--- src/rtl/mem_arb_pkg.sv ---
// Shared types and constants for the fetch/data RAM arbiter.
// The default widths are shared with the CPU top.
package mem_arb_pkg;

    localparam int DEF_DATA_W = 16;
    localparam int DEF_ADDR_W = 16;

    // Bit positions within the grant vector produced by mem_arb_pick.
    localparam int GNT_IF = 0;
    localparam int GNT_D  = 1;

    typedef enum logic [1:0] {
        ST_IDLE  = 2'd0,
        ST_ISSUE = 2'd1,
        ST_WAIT  = 2'd2
    } state_t;

    typedef enum logic {
        OWN_IF = 1'b0,
        OWN_D  = 1'b1
    } owner_t;

endpackage

--- src/rtl/mem_arb_pick.sv ---
// Grant selection between fetch and data requesters.
// Also holds the streak counter that bounds how long fetch can starve.
module mem_arb_pick
    import mem_arb_pkg::*;
#(
    parameter int MAX_STREAK = 4
) (
    input  logic       clk,
    input  logic       init,
    input  logic       if_req,
    input  logic       d_req,
    input  state_t     state,
    output logic [1:0] gnt
);

    localparam int STREAK_W = $clog2(MAX_STREAK + 1);
    localparam logic [STREAK_W-1:0] STREAK_MAX = STREAK_W'(MAX_STREAK);

    logic [STREAK_W-1:0] streak_q, streak_d;
    logic                fetch_turn;

    assign fetch_turn = if_req && (streak_q == STREAK_MAX);

    // NOTE: every output gets a default before any branch, so no latch is inferred.
    always_comb begin
        gnt = '0;
        if (!init && (state == ST_IDLE)) begin
            if (d_req && !fetch_turn) begin
                gnt[GNT_D] = 1'b1;
            end else if (if_req) begin
                gnt[GNT_IF] = 1'b1;
            end
        end
    end

    always_comb begin
        streak_d = streak_q;
        if (gnt[GNT_D] && if_req) begin
            streak_d = (streak_q == STREAK_MAX) ? streak_q : streak_q + STREAK_W'(1);
        end else if (gnt != '0) begin
            streak_d = '0;
        end
    end

    // NOTE: state registers use non-blocking assignments so all flops update together.
    always_ff @(posedge clk) begin
        if (init) begin
            streak_q <= '0;
        end else begin
            streak_q <= streak_d;
        end
    end

endmodule

--- src/rtl/mem_arbiter.sv ---
// Single-port RAM arbiter for instruction fetch and load/store traffic.
// Each access runs IDLE -> ISSUE -> WAIT (RAM_LATENCY cycles) -> completion pulse.
module mem_arbiter
    import mem_arb_pkg::*;
#(
    parameter int DATA_W      = DEF_DATA_W,
    parameter int ADDR_W      = DEF_ADDR_W,
    parameter int RAM_LATENCY = 2,
    parameter int MAX_STREAK  = 4
) (
    input  logic              clk,
    input  logic              init,
    input  logic              if_req,
    input  logic [ADDR_W-1:0] if_addr,
    output logic              if_gnt,
    output logic              if_rvalid,
    output logic [DATA_W-1:0] if_rdata,
    input  logic              d_req,
    input  logic              d_we,
    input  logic [ADDR_W-1:0] d_addr,
    input  logic [DATA_W-1:0] d_wdata,
    output logic              d_gnt,
    output logic              d_done,
    output logic [DATA_W-1:0] d_rdata,
    output logic              ram_en,
    output logic              ram_we,
    output logic [ADDR_W-1:0] ram_addr,
    output logic [DATA_W-1:0] ram_wdata,
    input  logic [DATA_W-1:0] ram_rdata
);

    localparam int CNT_W = $clog2(RAM_LATENCY + 1);
    localparam logic [CNT_W-1:0] CNT_LAST = CNT_W'(RAM_LATENCY - 1);

    state_t            state_q, state_d;
    logic [CNT_W-1:0]  cnt_q, cnt_d;
    owner_t            owner_q;
    logic              we_q;
    logic [ADDR_W-1:0] addr_q;
    logic [DATA_W-1:0] wdata_q;
    logic [DATA_W-1:0] rdata_q;
    logic              done_q;
    logic [1:0]        gnt;
    logic              grant;
    logic              last_wait;

    mem_arb_pick #(
        .MAX_STREAK(MAX_STREAK)
    ) u_pick (
        .clk    (clk),
        .init   (init),
        .if_req (if_req),
        .d_req  (d_req),
        .state  (state_q),
        .gnt    (gnt)
    );

    assign grant     = |gnt;
    assign last_wait = (state_q == ST_WAIT) && (cnt_q == '0);

    always_ff @(posedge clk) begin
        if (init) begin
            state_q <= ST_IDLE;
            cnt_q   <= '0;
        end else begin
            state_q <= state_d;
            cnt_q   <= cnt_d;
        end
    end

    // cnt_q counts down the remaining WAIT cycles; zero marks the sampling cycle.
    always_comb begin
        state_d = state_q;
        cnt_d   = cnt_q;
        unique case (state_q)
            ST_IDLE: begin
                if (grant) begin
                    state_d = ST_ISSUE;
                end
            end
            ST_ISSUE: begin
                state_d = ST_WAIT;
                cnt_d   = CNT_LAST;
            end
            ST_WAIT: begin
                if (cnt_q == '0) begin
                    state_d = ST_IDLE;
                end else begin
                    cnt_d = cnt_q - CNT_W'(1);
                end
            end
            default: state_d = ST_IDLE;
        endcase
    end

    always_ff @(posedge clk) begin
        if (init) begin
            owner_q <= OWN_IF;
            we_q    <= 1'b0;
            addr_q  <= '0;
            wdata_q <= '0;
            rdata_q <= '0;
            done_q  <= 1'b0;
        end else begin
            done_q <= last_wait;
            if (grant) begin
                owner_q <= gnt[GNT_D] ? OWN_D : OWN_IF;
                we_q    <= gnt[GNT_D] && d_we;
                addr_q  <= gnt[GNT_D] ? d_addr : if_addr;
                wdata_q <= gnt[GNT_D] ? d_wdata : '0;
            end
            if (last_wait && !we_q) begin
                rdata_q <= ram_rdata;
            end
        end
    end

    always_comb begin
        if_gnt    = gnt[GNT_IF];
        d_gnt     = gnt[GNT_D];
        ram_en    = (state_q == ST_ISSUE);
        ram_we    = (state_q == ST_ISSUE) && we_q;
        ram_addr  = addr_q;
        ram_wdata = wdata_q;
        if_rvalid = done_q && (owner_q == OWN_IF);
        d_done    = done_q && (owner_q == OWN_D);
        if_rdata  = rdata_q;
        d_rdata   = rdata_q;
    end

endmodule

--- config.mk ---
export PLATFORM = sky130hd
export DESIGN_NAME = mem_arbiter
export DESIGN_NICKNAME = d
export VERILOG_FILES = /design/src/rtl/mem_arb_pkg.sv /design/src/rtl/mem_arb_pick.sv /design/src/rtl/mem_arbiter.sv
export SDC_FILE = /design/constraint.sdc
export NUM_CORES = 1
export LEC_CHECK = 0
export CAP_MARGIN = 20
export CELL_PAD_IN_SITES_DETAIL_PLACEMENT = 1
export CELL_PAD_IN_SITES_GLOBAL_PLACEMENT = 1
export CORE_AREA = 2 2 107 99
export CTS_CLUSTER_DIAMETER = 100
export DETAILED_ROUTE_END_ITERATION = 16
export DIE_AREA = 0 0 109 101
export GPL_TIMING_DRIVEN = 0
export HOLD_SLACK_MARGIN = 0.08
export PLACE_DENSITY_LB_ADDON = 0.1
export SYNTH_ARGS = -nofsm -noshare
export SYNTH_HDL_FRONTEND = slang
export SYNTH_SLANG_ARGS = --single-unit
export TNS_END_PERCENT = 20
--- constraint.sdc ---
create_clock -name clk -period 1.71 [get_ports clk]
set_input_delay 0.171 -clock clk [delete_from_list [all_inputs] [get_ports clk]]
set_output_delay 0.171 -clock clk [all_outputs]
set_load 0.005 [all_outputs]
==> flow_summary.yaml, run 1 <==
timing:
  fmax_ghz: 0.5760
  slew_headroom_pct: 63.32
  slew_violations: 0
  worst_slack_ps: -25.98
  final.period_utilization_pct: 101.5
  finalHoldWorstSlack_ps: 145.2
  finalHoldViolations: 0
  tightest_slew_ps: 550.2
  skew_ps: 8.321
  setup_viol: 1
  min_period_ps: 1736
  rsz0062_at_grt: "yes"
detailed_routing:
  wl_um: 9415
  wl_per_cell_um: 15.26
  drtPass1Iterations: 4
  vias: 2910
  avgViaCountPerCell: 4.716
  antenna_left: 0
  route.detailed.drc: 0
  drt_iter0_markers: 57
logic_synthesis:
  syn_nets: 395
  synth_cell_types: 43
  dominantRegCellSynth: "dfxtp_1"
  synth_area_sq_um: 2709
  yosys_warnings: 0
  ys_seq_elements: 58
  seq_area_frac_synth_pct: 42.86
  synth_enable_flop_cells: 0
  ys_async_sr_fraction_pct: 0
  postSynthAreaPerCell_sq_um: 8.387
  synthCells: 323
pwr:
  p_comb_share_pct: 21.9
  switching_power_mw: 0.9112
  cell_internal_pwr_mw: 2.691
  power_leakage_nw: 1.706
  sequentialPowerShare_pct: 41.3
  p_sw_share_pct: 25.29
  power.density_nw_per_um2: 774.8
  clkPwrFrac_pct: 36.9
  ir_worst_vdd_v: 0.0003610
worst_setup_path:
  ff2ff_setup_slack_ps: 50
  slowest_delay_ps: 330
  r2r-end: "ram_wdata[13]"
  required_ps: 1540
  crit_type: "reg2out"
  crit-reg2reg-launch: "state_q[0]"
  cp.depth: 5
  critPathTopFamily: "buffers and inverters"
  setup.worst_path.start_class: "register"
  worstPathBufferInverterCount: 3
  slowest_stage: "dfxtp_2"
  cp-end-kind: "output pin"
  crit_chain: "buf_8, nor4b_4, buf_6, a21boi_0, buf_2"
  arrival_ps: 1560
  cp_max_fo: 5
  reg2regPathDepth: 7
grt:
  grt_pass1_vias: 2990
  antenna_found_initial: 1
  grt.overflow.total: 0
  grt_use_total_pct: 17.42
  grt_pass1_wl_um: 14860
  grt_max_degree: 11
layout:
  area_delta_synth_final_pct: 71.64
  seq_area_sq_um: 1165
  nets: 555
  drive_above_1_share_pct: 18.89
  layoutNonFillerInstCount: 617
  stdcell_area_sq_um: 4649
  final_cell_mix: "131 x clkdlybuf4s50_1, 55 x dfxtp_1, 50 x nand2_1"
  final_util_pct: 46.77
  n_fill_cell: 1176
  mostFrequentLayoutCell: "clkdlybuf4s50_1"
  multi_input_area_sq_um: 1232
place:
  dp_hpwl_um: 6745
  placed_cells: 589
  gp_congestion: 0.7741
  placed_area_sq_um: 4242
  dp_slack_ps: -597.5
  io_buffers: 137
floorplan:
  core_area_sq_um: 9941
  row_count: 35
  die_h_um: 101
  start_util_pct: 27.25
  ios: 139
  die_w_um: 109
  dieArea_sq_um: 11010
hold_path:
  min_path_cells: 3
  min_from: "if_req"
  min_to: "u_pick.streak_q[2]"
  hold_path.class: "in2reg"
outcome:
  violations: "negative setup slack"
  status: "finished, violations left"
clock_tree:
  clk_pin_slew_ps: 60
  cts_hold_buf: 0
  clock-root-buffer: "clkbuf_8"
  h-tree-depth: 3
  clk_latency_ps: 330
  cts_tree: "built"
  cts_buffer_depth: 2
  clock_sinks: 58
  cts_made_buffers: 9
run:
  maxCapViolations: 0
-- synthesized netlist by cell type, types with 3 or more instances --
master / count / area, sq um
inv_1: 10 / 37.54
nand2b_1: 3 / 18.77
nand3_1: 20 / 100.1
clkbuf_1: 8 / 30.03
buf_4: 19 / 142.6
dfxtp_1: 58 / 1161
ha_1: 3 / 37.54
a21boi_0: 3 / 22.52
a21oi_1: 34 / 170.2
buf_2: 6 / 30.03
a311oi_1: 14 / 122.6
o21ai_0: 17 / 85.08
nand2_1: 50 / 187.7
o21ai_1: 20 / 100.1
nor3_1: 16 / 80.08
buf_6: 6 / 67.56
o32ai_1: 3 / 26.28
nor2_1: 4 / 15.01
-- routing by layer --
layer | share of wire [%] | GRT usage, % | vias up | routed length, um
met2 | 47 | 28.57 | 95 | 4388
met5 | 0 | 0 | - | 0
met1 | 46 | 22.18 | 1360 | 4294
met3 | 6.1 | 4.008 | 13 | 570
met4 | 1.7 | 6.509 | 0 | 161
li1 | - | - | 1442 | -
-- registers in the layout, indices dropped and copies added, names as in the netlist --
register         flops
cnt_q                2
d_rdata             16
done_q               1
owner_q              1
ram_addr            16
ram_wdata           16
state_q              2
u_pick.streak_q      3
we_q                 1
-- worst register-to-register path: cells and delay by family, from the launching register on --
| kind | cells | cell delay (ps) |
|---|---|---|
| AO/OA/AOI/OAI | 2 | 250 |
| AND/OR/NAND/NOR | 1 | 380 |
| flip-flops | 1 | 340 |
| buffers and inverters | 4 | 560 |
-- cell type report --
| class | count | area share [%] |
|---|---|---|
| clock buffers | 13 | 3.633 |
| clock inverters | 2 | 0.7535 |
| repair buffers | 151 | 31.43 |
| multi-input cells | 209 | 26.51 |
| diodes | 1 | 0.05382 |
| inverters | 11 | 0.8881 |
| plain buffers | 43 | 8.208 |
| flip-flops and latches | 58 | 25.05 |
| well taps | 129 | 3.471 |
-- cells by family after synthesis --
logic type	Yosys count	share of synthesized area, %
AOI/OAI and AO/OA	97	21.34
adders and majority gates	3	1.386
DFF	58	42.86
and+or+nand+nor	109	20.65
buffers and inverters	56	13.76
-- worst max-delay path by stage --
stage / startpoint / end / slack (ps)
6_report: state_q[1] / if_gnt / -30
5_1_grt: state_q[1] / if_gnt / -70
4_1_cts: u_pick.streak_q[0] / if_gnt / -40
3_5_place_dp: init / d_gnt / -600
3_3_place_gp: init / d_gnt / -620
2_1_floorplan: u_pick.streak_q[0] / if_gnt / 230
-- what timing repair did --
| action | 4_1_cts | 5_1_grt |
|---|---|---|
| resized for setup | 31 | 24 |
| setup buffers | 13 | 1 |
| pin swaps | 5 | 1 |
| endpoints found under the setup margin | 32 | 42 |
-- power groups by stage --
stage / Sequential (mW) / Clock (mW) / Combinational [mW]
after CTS: 1.49 / 1.38 / 0.773
after floorplan: 1.51 / 0 / 0.303
after detailed placement: 1.51 / 0 / 0.728
after global routing: 1.50 / 1.43 / 0.863
after global placement: 1.51 / 0 / 0.717
final: 1.49 / 1.33 / 0.788
-- stage by stage --
step	setup TNS (ps)	power, mW
finish	-25.98	3.603
global route	-131.1	3.794
CTS	-36.18	3.634
detailed placement	-8554	2.243
global placement	-7965	2.228
floorplan	0	1.815
Power figures use the tool's default switching activity.
==> run 2: changes to the inputs <==
--- a/config.mk
+++ b/config.mk
@@ -12,7 +12,7 @@
 export CTS_CLUSTER_DIAMETER = 100
 export DETAILED_ROUTE_END_ITERATION = 16
 export DIE_AREA = 0 0 109 101
-export GPL_TIMING_DRIVEN = 0
+export GPL_TIMING_DRIVEN = 1
 export HOLD_SLACK_MARGIN = 0.08
 export PLACE_DENSITY_LB_ADDON = 0.1
 export SYNTH_ARGS = -nofsm -noshare
==> run 2 against run 1 <==
  * The run still ends with negative setup slack left
  * Non-clock buffer count decreased by 30
  * Hold slack improved by 200 ps
  * Sequential cell count unchanged
  * Wire length decreased by 0.98%
  * Highest routed layer unchanged
==> flow_summary.yaml, run 2 (synthesis gave the netlist of run 1 again) <==
outcome:
  status: "finished, violations left"
  violations: "negative setup slack"
layout:
  mostFrequentLayoutCell: "clkdlybuf4s50_1"
  final_util_pct: 44.20
  antenna_cells: 0
  nets: 525
  stdcell_area_sq_um: 4394
  final_cell_mix: "133 x clkdlybuf4s50_1, 55 x dfxtp_1, 50 x nand2_1"
  area_delta_synth_final_pct: 62.22
  drive_above_1_share_pct: 13.32
pwr:
  sequentialPowerShare_pct: 43.1
  switching_power_mw: 0.9230
  p_sw_share_pct: 26.72
  ir_worst_vdd_v: 0.0003608
  cell_internal_pwr_mw: 2.531
  power_leakage_nw: 1.540
  clkPwrFrac_pct: 35.9
  power.density_nw_per_um2: 786.2
  p_comb_share_pct: 20.9
grt:
  grt_pass1_wl_um: 14780
  grt_pass1_vias: 2958
  antenna_found_initial: 0
  grt_max_degree: 25
  grt_use_total_pct: 17.34
  grt.overflow.total: 0
detailed_routing:
  vias: 2806
  wl_um: 9323
  wl_per_cell_um: 15.88
  drt_iter0_markers: 57
  route.detailed.drc: 0
  top_layer: "met4"
  avgViaCountPerCell: 4.780
  wl_met2_um: 4527
  drtPass1Iterations: 5
  antenna_left: 0
  wl_met3_um: 603
  drt-met1-wl_um: 4120
timing:
  slew_violations: 0
  slew_headroom_pct: 75.35
  final.period_utilization_pct: 100.5
  tightest_slew_ps: 369.8
  rsz0062_at_grt: "yes"
  fin_tns_setup_ps: -9.189
  worst_slack_ps: -9.189
  min_period_ps: 1719
  fmax_ghz: 0.5817
  setup_viol: 1
  finalHoldViolations: 0
  skew_ps: 13.21
clock_tree:
  cts_made_buffers: 9
  h-tree-depth: 3
  cts_hold_buf: 0
  cts_buffer_depth: 2
  cts_tree: "built"
  clock_sinks: 58
  clk_latency_ps: 340
  clk_pin_slew_ps: 70
  clock-root-buffer: "clkbuf_8"
worst_setup_path:
  reg2regPathDepth: 6
  required_ps: 1930
  crit_type: "reg2reg"
  r2r-end: "ram_addr[11]"
  setup.worst_path.start_class: "register"
  cp-end-kind: "register"
  ff2ff_setup_slack_ps: -9
  cp_max_fo: 14
  arrival_ps: 1930
  crit-reg2reg-launch: "state_q[0]"
floorplan:
  die_h_um: 101
  start_util_pct: 27.25
  die_w_um: 109
  row_count: 35
  ios: 139
  core_area_sq_um: 9941
  dieArea_sq_um: 11010
hold_path:
  min_to: "ram_wdata[5]"
  min_path_cells: 3
  min_from: "init"
  hold_path.class: "in2reg"
place:
  dp_hpwl_um: 6651
  gp_congestion: 0.7695
  io_buffers: 138
  dp_slack_ps: -131.3
  placed_area_sq_um: 4120
run:
  maxCapViolations: 0
## run 2: changes by cell type in the layout (fill, tap and decap cells not counted), sizes merged
cell           delta
diode             -1
clkdlybuf4s50     +2
clkdlybuf4s25     -1
clkinvlp          +2
buf              -22
clkbuf           -11
clkinv            +1
## run 2: stage by stage
stage               std cells  power (mW)  hold slack (ps)
floorplan                 323       1.815            304.4
CTS                       587       3.506            341.6
global route              587       3.648            351.7
finish                    587       3.455            350.1
global placement          569       2.213            458.3
detailed placement        569       2.227            465.3
## run 2: worst max path at each step
stage               slack (ps)  cells after the start          startpoint           end
detailed placement        -130                      6               d_req   ram_addr[2]
global route               -60                      6          state_q[0]  ram_addr[11]
global placement           -90                      5               d_req         d_gnt
floorplan                  230                      5  u_pick.streak_q[0]        if_gnt
CTS                          5                      6          state_q[0]   ram_addr[9]
finish                      -9                      6          state_q[0]  ram_addr[11]
## run 2: layout make-up
type	count	area, sq um
well taps	129	161.4
clock buffers	11	131.4
flip-flops and latches	58	1167
fillers	1166	5547
repair buffers	164	1607
clock inverters	5	55.05
inverters	11	41.29
multi-input cells	209	1231
## run 2: critical path, stage by stage, from the launching register on
cell,delay (ps)
dfxtp_4,380
buf_4,140
buf_4,130
or3_1,430
buf_6,180
o21ai_0,220
a311oi_1,120
## run 2: power by group through the flow
stage	clock network, mW	logic, mW	registers, mW
after floorplan	0	0.303	1.51
after global placement	0	0.695	1.52
after detailed placement	0	0.705	1.52
after CTS	1.29	0.727	1.49
after global routing	1.35	0.795	1.50
final	1.24	0.723	1.49
## run 2: timing repair
item | in CTS | in global routing
gates resized for setup | 19 | 9
hold endpoints to repair | 0 | 0
setup buffers | 2 | 0
cloned | 0 | 0
setup endpoints to repair | 4 | 22
pin swaps | 1 | 1
## run 2: metal layers
metal / vias up / global-route usage [%]
li1: 1372 / -
met1: 1345 / 20.83
met2: 82 / 29.91
met3: 7 / 5.236
met4: 0 / 4.734
met5: - / 0
